## config.mk

```make
export PLATFORM = sky130hd
export DESIGN_NAME = network_host_flat
export DESIGN_NICKNAME = d
export VERILOG_FILES = /design/src/rtl/network_host_if.sv /design/src/rtl/network_host.sv /design/src/flat_wrapper.sv
export SDC_FILE = /design/constraint.sdc
export NUM_CORES = 1
export LEC_CHECK = 0
export ABC_AREA = 1
export CELL_PAD_IN_SITES_DETAIL_PLACEMENT = 0
export CELL_PAD_IN_SITES_GLOBAL_PLACEMENT = 1
export CORE_MARGIN = 4
export CORE_UTILIZATION = 33
export CTS_CLUSTER_DIAMETER = 150
export CTS_CLUSTER_SIZE = 24
export DETAILED_ROUTE_END_ITERATION = 7
export PLACE_DENSITY_LB_ADDON = 0.3
export SLEW_MARGIN = 20
export SYNTH_ARGS = -nofsm -noshare
export SYNTH_HDL_FRONTEND = slang
export SYNTH_SLANG_ARGS = --single-unit
```

## constraint.sdc

```tcl
create_clock -name clk -period 2 [get_ports clk]
set_input_delay 0.4 -clock clk [delete_from_list [all_inputs] [get_ports clk]]
set_output_delay 0.4 -clock clk [all_outputs]
set_load 0.01 [all_outputs]
```

## src/rtl/network_host_if.sv

```systemverilog
// network_host_if: requester-side job/response handshake of network_host.
// The requester drives the master modport, the host uses the slave modport.
interface network_host_if #(
    parameter int INPUT_SIZE  = 2,
    parameter int OUTPUT_SIZE = 1
);
    logic               req_valid;
    logic               req_ready;
    logic signed [31:0] req_data [0:INPUT_SIZE-1];
    logic               resp_valid;
    logic               resp_ready;
    logic signed [31:0] resp_data [0:OUTPUT_SIZE-1];
    logic               resp_timeout;

    modport master (
        output req_valid,
        output req_data,
        output resp_ready,
        input  req_ready,
        input  resp_valid,
        input  resp_data,
        input  resp_timeout
    );

    modport slave (
        input  req_valid,
        input  req_data,
        input  resp_ready,
        output req_ready,
        output resp_valid,
        output resp_data,
        output resp_timeout
    );
endinterface

```

## src/rtl/network_host.sv

```systemverilog
// network_host: accepts one job at a time from a requester, hands the operands
// to a network controller, waits for its finish flag (or a timeout), waits for
// the controller to return to idle, then presents the captured result until
// the requester takes it.
module network_host #(
    parameter int INPUT_SIZE  = 2,
    parameter int OUTPUT_SIZE = 1,
    parameter int TIMEOUT     = 1024
) (
    input  logic               clk,
    input  logic               n_rst,
    network_host_if.slave      host_bus,
    output logic [7:0]         ctrl_to_net,
    input  logic [7:0]         ctrl_from_net,
    output logic signed [31:0] net_data_in [0:INPUT_SIZE-1],
    input  logic signed [31:0] net_data_out [0:OUTPUT_SIZE-1],
    output logic               busy
);

    typedef enum logic [1:0] {
        IDLE,
        WAIT_FINISH,
        RELEASE,
        RESPOND
    } state_t;

    localparam logic [15:0] CNT_LAST = 16'(TIMEOUT - 1);
    localparam logic [15:0] CNT_MAX  = 16'hFFFF;

    state_t      state;
    logic [15:0] cnt;
    logic        start_q;

    logic net_finish;
    logic net_idle;
    assign net_finish = ctrl_from_net[0];
    assign net_idle   = (ctrl_from_net[7:6] == 2'b00);

    // Status bits 5:1 carry nothing the host acts on.
    logic unused_status;
    assign unused_status = ^ctrl_from_net[5:1];

    // Start is a registered copy of "state is WAIT_FINISH", so it rises the
    // cycle after acceptance and drops with the state change or reset.
    assign ctrl_to_net = {7'b000_0000, start_q};

    // Job sequencer: state, registered handshake outputs, timeout counter,
    // operand registers and captured result all update together.
    // NOTE: every register here is assigned with <= so all of them see the
    // pre-edge values of each other; a blocking = would leak same-cycle updates.
    always_ff @(posedge clk or negedge n_rst) begin
        if (!n_rst) begin
            // NOTE: the operand and result arrays are reset explicitly because
            // their cleared value is architecturally visible (a timeout right
            // after reset reports resp_data = 0).
            state                 <= IDLE;
            cnt                   <= '0;
            start_q               <= 1'b0;
            busy                  <= 1'b0;
            host_bus.req_ready    <= 1'b1;
            host_bus.resp_valid   <= 1'b0;
            host_bus.resp_timeout <= 1'b0;
            for (int i = 0; i < INPUT_SIZE; i++) begin
                net_data_in[i] <= '0;
            end
            for (int i = 0; i < OUTPUT_SIZE; i++) begin
                host_bus.resp_data[i] <= '0;
            end
        end else begin
            case (state)
                IDLE: begin
                    if (host_bus.req_valid) begin
                        for (int i = 0; i < INPUT_SIZE; i++) begin
                            net_data_in[i] <= host_bus.req_data[i];
                        end
                        cnt                <= '0;
                        state              <= WAIT_FINISH;
                        start_q            <= 1'b1;
                        busy               <= 1'b1;
                        host_bus.req_ready <= 1'b0;
                    end
                end

                WAIT_FINISH: begin
                    // A finish seen on the last allowed cycle still counts.
                    if (net_finish) begin
                        for (int i = 0; i < OUTPUT_SIZE; i++) begin
                            host_bus.resp_data[i] <= net_data_out[i];
                        end
                        host_bus.resp_timeout <= 1'b0;
                        cnt                   <= '0;
                        state                 <= RELEASE;
                        start_q               <= 1'b0;
                    end else if (cnt == CNT_LAST) begin
                        host_bus.resp_timeout <= 1'b1;
                        cnt                   <= '0;
                        state                 <= RELEASE;
                        start_q               <= 1'b0;
                    end else if (cnt != CNT_MAX) begin
                        cnt <= cnt + 16'd1;
                    end
                end

                RELEASE: begin
                    if (!net_finish && net_idle) begin
                        state               <= RESPOND;
                        host_bus.resp_valid <= 1'b1;
                    end else if (cnt == CNT_LAST) begin
                        host_bus.resp_timeout <= 1'b1;
                        state                 <= RESPOND;
                        host_bus.resp_valid   <= 1'b1;
                    end else if (cnt != CNT_MAX) begin
                        cnt <= cnt + 16'd1;
                    end
                end

                RESPOND: begin
                    if (host_bus.resp_ready) begin
                        state               <= IDLE;
                        host_bus.resp_valid <= 1'b0;
                        host_bus.req_ready  <= 1'b1;
                        busy                <= 1'b0;
                    end
                end

                default: begin
                    state               <= IDLE;
                    start_q             <= 1'b0;
                    busy                <= 1'b0;
                    host_bus.req_ready  <= 1'b1;
                    host_bus.resp_valid <= 1'b0;
                end
            endcase
        end
    end

endmodule

```

## src/flat_wrapper.sv

```systemverilog
// flat-port wrapper written by rule: the top's interface ports become plain ports
module network_host_flat 
#(
    parameter int INPUT_SIZE  = 2,
    parameter int OUTPUT_SIZE = 1,
    parameter int TIMEOUT     = 1024
)
  (clk, n_rst, ctrl_to_net, ctrl_from_net, net_data_in, net_data_out, busy, host_bus_req_valid, host_bus_req_data, host_bus_resp_ready, host_bus_req_ready, host_bus_resp_valid, host_bus_resp_data, host_bus_resp_timeout);
  network_host_if #(.INPUT_SIZE(INPUT_SIZE), .OUTPUT_SIZE(OUTPUT_SIZE)) host_bus_i ();
  input  logic clk;
  input  logic n_rst;
  output logic [7:0] ctrl_to_net;
  input  logic [7:0] ctrl_from_net;
  output logic signed [31:0] net_data_in[0:INPUT_SIZE-1];
  input  logic signed [31:0] net_data_out[0:OUTPUT_SIZE-1];
  output logic busy;
  input wire logic [$bits(host_bus_i.req_valid)-1:0] host_bus_req_valid;
  input wire logic [$bits(host_bus_i.req_data)-1:0] host_bus_req_data;
  input wire logic [$bits(host_bus_i.resp_ready)-1:0] host_bus_resp_ready;
  output wire logic [$bits(host_bus_i.req_ready)-1:0] host_bus_req_ready;
  output wire logic [$bits(host_bus_i.resp_valid)-1:0] host_bus_resp_valid;
  output wire logic [$bits(host_bus_i.resp_data)-1:0] host_bus_resp_data;
  output wire logic [$bits(host_bus_i.resp_timeout)-1:0] host_bus_resp_timeout;
  assign host_bus_i.req_valid = host_bus_req_valid;
  assign host_bus_i.req_data = {>>{host_bus_req_data}};
  assign host_bus_i.resp_ready = host_bus_resp_ready;
  assign host_bus_req_ready = host_bus_i.req_ready;
  assign host_bus_resp_valid = host_bus_i.resp_valid;
  assign host_bus_resp_data = {>>{host_bus_i.resp_data}};
  assign host_bus_resp_timeout = host_bus_i.resp_timeout;
  network_host #(.INPUT_SIZE(INPUT_SIZE), .OUTPUT_SIZE(OUTPUT_SIZE), .TIMEOUT(TIMEOUT)) u_core (.clk(clk), .n_rst(n_rst), .host_bus(host_bus_i), .ctrl_to_net(ctrl_to_net), .ctrl_from_net(ctrl_from_net), .net_data_in(net_data_in), .net_data_out(net_data_out), .busy(busy));
endmodule
```

# After elaboration in Yosys (flattened, before gate mapping)
# Cells that the tools add are included.
[word_totals]
ff_bits = 119
wordCells = 69
out_inout_bits = 108
[op_classes]
add_sub_neg = 1
muxes = 30
n_eq_ne = 11
n_reduce_logical = 17
[op_table]
columns = ["operator", "count"]
rows = [
  ["16-bit two-way mux", 6],
  ["16-bit case mux with 3 select lines", 1],
  ["16-bit by 1-bit adder with 16-bit output, second input constant", 1],
  ["16-bit by 10-bit == test with 1-bit output, second input constant", 1],
  ["16-bit inequality test, second input constant", 1],
  ["2-bit two-way mux", 6],
  ["1-bit two-way mux", 11],
  ["1-bit case mux with 2 select lines", 5],
  ["3-bit AND reduction", 3],
  ["2-bit inequality test, second input constant", 4],
  ["2-bit case mux with 4 select lines", 1],
  ["4-bit AND reduction", 2],
  ["2-bit nonzero test", 4],
  ["2-bit AND reduction", 3],
  ["2-bit == test, second input constant", 2],
  ["2-bit logical NOT", 2],
  ["3-bit by 1-bit inequality test with 1-bit output, second input constant", 1],
  ["3-bit by 2-bit inequality test with 1-bit output, second input constant", 1],
  ["3-bit nonzero test", 1],
  ["2-bit by 1-bit == test with 1-bit output, second input constant", 1],
  ["1-bit logical AND", 1],
  ["1-bit logical NOT", 1],
]

# Logic depth before layout (Yosys ltp)
[depth]
depth_word = 5
depth_mapped = 11
depth_no_buf = 11

# Least setup slack after synthesis
# No wires, ideal clock.
[synth_path]
path_type = "register -> register"
start = "register u_core.state[0]"
end = "register u_core.cnt[8]"
path_stages_with_launch = 12
required_time_ps = 1883
slack_ps = 361
t_arrival_ps = 1522
period_less_slack_ps = 1639
cell_sequence = "dfrtp_1 inv_1 ha_1 inv_1 or2_2 nand2_1 inv_1 nand3_4 inv_4 buf_6 nand3_1 nand2_1"
[synth_between]
elab_chain_cells = 3
elab_cells_between_ends = 9
cone_classes = "5 x eq/ne; 1 x mux; 3 x reduce/logical"
[synth_rtl]
columns = ["item", "line_no", "text"]
rows = [
  ["start: declaration", "network_host.sv:30", "state_t state;"],
  ["start signal: assignment", "network_host.sv:56", "state <= IDLE;"],
  ["start signal: assignment", "network_host.sv:77", "state <= WAIT_FINISH;"],
  ["start signal: assignment", "network_host.sv:92", "state <= RELEASE;"],
  ["2-bit == test, or another cell as far along", "network_host.sv:70", "case (state)"],
  ["2-bit inequality test (no line) / 3-bit nonzero test (equally long branches)", "--", ""],
  ["4-bit AND reduction (no line)", "--", ""],
  ["end signal: assignment", "network_host.sv:100", "cnt <= cnt + 16'd1;"],
  ["end signal: assignment", "network_host.sv:113", "cnt <= cnt + 16'd1;"],
  ["end: declaration", "network_host.sv:31", "logic [15:0] cnt;"],
]
# Several ways; a longest one is shown, not always the timed one.
# A chain may end at the register's enable or synchronous reset.

# Worst setup path after layout
[layout_path]
start = "register u_core.host_bus.req_ready"
end = "output port host_bus_req_ready"
[layout_rtl]
columns = ["item", "line_no", "text"]
rows = [
  ["start: declaration", "network_host_if.sv:29", "output req_ready,"],
  ["start signal: assignment", "network_host.sv:60", "host_bus.req_ready <= 1'b1;"],
  ["start signal: assignment", "network_host.sv:80", "host_bus.req_ready <= 1'b0;"],
  ["start signal: assignment", "network_host.sv:121", "host_bus.req_ready <= 1'b1;"],
  ["end: declaration", "flat_wrapper.sv:20", "output wire logic [$bits(host_bus_i.req_ready)-1:0] host_bus_req_ready;"],
]
# No word-level cell between the ends.

==> flow_summary.toml <==
[setup_path]
cpMaxStageDelayCell = "dfstp_2"
r2r-end = "u_core.net_data_in[57]"
crit_type = "flip-flop to output pin"
r2r_setup_slack_ns = 0.21
cpPeakStageDelay_ns = 0.53
crit_path_cell_trace = "clkdlybuf4s50_1"
critPathBufInv = 1
cp.required_ns = 1.60
critPathTopFamily = "flip-flops"
worstPathMaxFanout = 2
critical_path.startpoint_type = "flip-flop"
worstReg2RegStart = "u_core.state[0]"
reg2regPathDepth = 5
crit_path_end_kind = "output pin"
crit_arrival_ns = 1.47

[logic_synthesis]
synth_fa_ha_area_frac = 0.0119
synth_seq_cells = 119
syn_avg_cell_area_um2 = 11.6
synthTopCellsByArea = "dfrtp_1, mux2_2, nand2_1"
seq_area_frac_synth = 0.565
synth_area_mm2 = 0.00528
synth-compound-area-share = 0.0202
ys_warn_count = 0
synth_top_family_by_area = "multiplexers"
ys_async_sr_fraction = 1.00
synth_cell_types = 33
synth_edf_count = 0
syn_inst = 453
synth_most_common_cell = "dfrtp_1"
synth.area.mux_share = 0.205
netlist_top_cells_count = "dfrtp_1, mux2_2, nand2_1"
synth_top_cell_by_area = "dfrtp_1"
synth_top_area_share = 0.560
synth-simple-area-share = 0.138
synthFlopType = "dfrtp_1"
synth-xor-area-share = 0.00664

[finish]
syn2layout_area_growth_pct = 56.0
antenna_cells = 0
nFillCells = 1362
utilization = 0.533
drive_gt1_frac = 0.230
fin_nets = 788

[hold_path]
min_from = "u_core.host_bus.req_ready"
hold_depth = 2
hold_path_end = "u_core.host_bus.req_ready"
worst_hold_path_type = "flip-flop to flip-flop"

[place]
dp_hpwl_mm = 10.7
place.gp.congestion = 0.760
place_ws_ns = -0.0257
portBuffers = 203

[grt]
grt_pass1_wl_mm = 23.2
antenna_found_initial = 0
grt_start_max_net_pins = 76
grt_use_total = 0.165
grt_pass1_vias = 4455
grt_overflow = 0

[routing]
vias = 3998
drcViolationCount = 0
wl_per_cell_um = 15.9
drtIter0Drc = 136
firstDrtPassIters = 4
ant_nets = 0
viasPerCell = 4.45
wirelength_mm = 14.3

[timing]
skew_ns = 0.00659
rsz0062_at_grt = "no"
fin_tns_setup_ns = 0
setup_viol = 0
fin_crit_sh = 0.935
finalCriticalPeriod_ns = 1.87
finalHoldViolCount = 0
max_freq_mhz = 535
setup_slack_ns = 0.131
slew_viol_final = 0

[clocking]
root_buffer = "clkbuf_16"
numCtsBuffers = 17
cts_tree = "built"
clock_path_buffers = 2
clkLatencyLatePin_ns = 0.41
htreeDepth = 4
clkTransAtPathRegs_ns = 0.06
cts_setup_buffers = 0
cts.sinks = 119

[die]
row_count = 45
die_h_um = 134
pin_count = 216
initial_core_util = 0.342
die_area_mm2 = 0.0181
fp.coreArea_mm2 = 0.0154
die_x_um = 134

[pwr]
p_leak_uw = 0.00365
peakVddDrop_uv = 834
pwr_density_cell_mw_per_mm2 = 1560

[flow_run]
drv_cap = 0

[outcome]
outcome = "completed"
logic make-up after synthesis:
logic type                 Yosys count
and+or+nand+nor                    154
DFF                                119
muxes                               96
buffers and inverters               56
AOI/OAI and AO/OA                   18
adders and majority gates            5
xor gates and xnor gates             4
other                                1
where the power goes:
part / leakage, uW / switching (uW) / total [uW] / internal, uW
sequential: 0.00143 / 586 / 4100 / 3520
clock: 0.000286 / 1090 / 3110 / 2020
combinational: 0.00193 / 2330 / 5590 / 3260
total: 0.00365 / 4000 / 12800 / 8810
sequential cells by signal, indices dropped and copies added (netlist names):
| signal | cells |
|---|---|
| u_core.host_bus.resp_valid | 1 |
| u_core.net_data_in | 64 |
| u_core.start_q | 1 |
| u_core.cnt | 16 |
| u_core.host_bus.resp_timeout | 1 |
| u_core.host_bus.req_ready | 1 |
| u_core.state | 2 |
| u_core.busy | 1 |
| u_core.host_bus.resp_data | 32 |
tightest hold or removal path, cell delays in order (launching register included):
cell and delay [ns]:
dfstp_2 0.37, inv_1 0.04, o21ai_0 0.07
worst max path at each step:
stage | start | to | slack (ns) | depth (start not counted)
2_1_floorplan | u_core.state[0] | u_core.cnt[8] | 0.36 | 11
5_1_grt | u_core.state[1] | u_core.cnt[3] | 0.08 | 8
6_report | u_core.host_bus.req_ready | host_bus_req_ready | 0.13 | 1
4_1_cts | u_core.cnt[0] | u_core.cnt[3] | 0.02 | 8
3_3_place_gp | ctrl_from_net[0] | u_core.cnt[6] | -0.009 | 6
3_5_place_dp | ctrl_from_net[0] | u_core.cnt[3] | -0.03 | 6
layer usage:
layer / vias up / share of wire / track usage
met5: - / 0 / 0
met1: 1926 / 0.37 / 0.180
met2: 135 / 0.50 / 0.266
met4: 0 / 0.011 / 0.0509
met3: 14 / 0.12 / 0.102
li1: 1923 / - / -
placed cells by master (no fill, tap or decap), types with 4 or more instances in the layout:
cell type | synthesis | routed
dfrtp_1 | 118 | 118
buf_4 | 9 | 11
conb_1 | 1 | 7
mux2_2 | 96 | 96
nand2_1 | 89 | 88
clkbuf_16 | 0 | 17
nand3_4 | 4 | 4
buf_12 | 0 | 4
inv_1 | 34 | 34
nand3_1 | 24 | 24
o21ai_0 | 11 | 11
nor2_1 | 22 | 22
ha_1 | 5 | 5
clkdlybuf4s50_1 | 0 | 202
nand4_1 | 4 | 4
clkinvlp_4 | 0 | 4
final cells by class:
class | count | area, um^2 | share of cell area
clock inverter | 11 | 148 | 0.0179
sequential | 119 | 2980 | 0.362
timing repair buffer | 218 | 2190 | 0.267
clock buffer | 21 | 460 | 0.0560
tap | 211 | 264 | 0.0321
inverter | 35 | 134 | 0.0163
multi-input combinational | 284 | 2050 | 0.249
through the flow:
step	total power [uW]	area [um^2]	hold WS, ns	cells
2_1_floorplan	6710	5300	0.104	459
3_3_place_gp	9690	7600	0.419	866
3_5_place_dp	9780	7600	0.416	866
4_1_cts	13000	8220	0.496	899
5_1_grt	13600	8230	0.508	899
6_report	12800	8230	0.486	899
repair_timing:
| item | CTS | global route |
|---|---|---|
| setup endpoints to repair | 0 | 14 |
| hold buffers | 1 | 0 |
| gates resized for setup | 0 | 1 |
| hold endpoints to repair | 44 | 0 |
No activity file was read; power rests on OpenSTA's default activity.
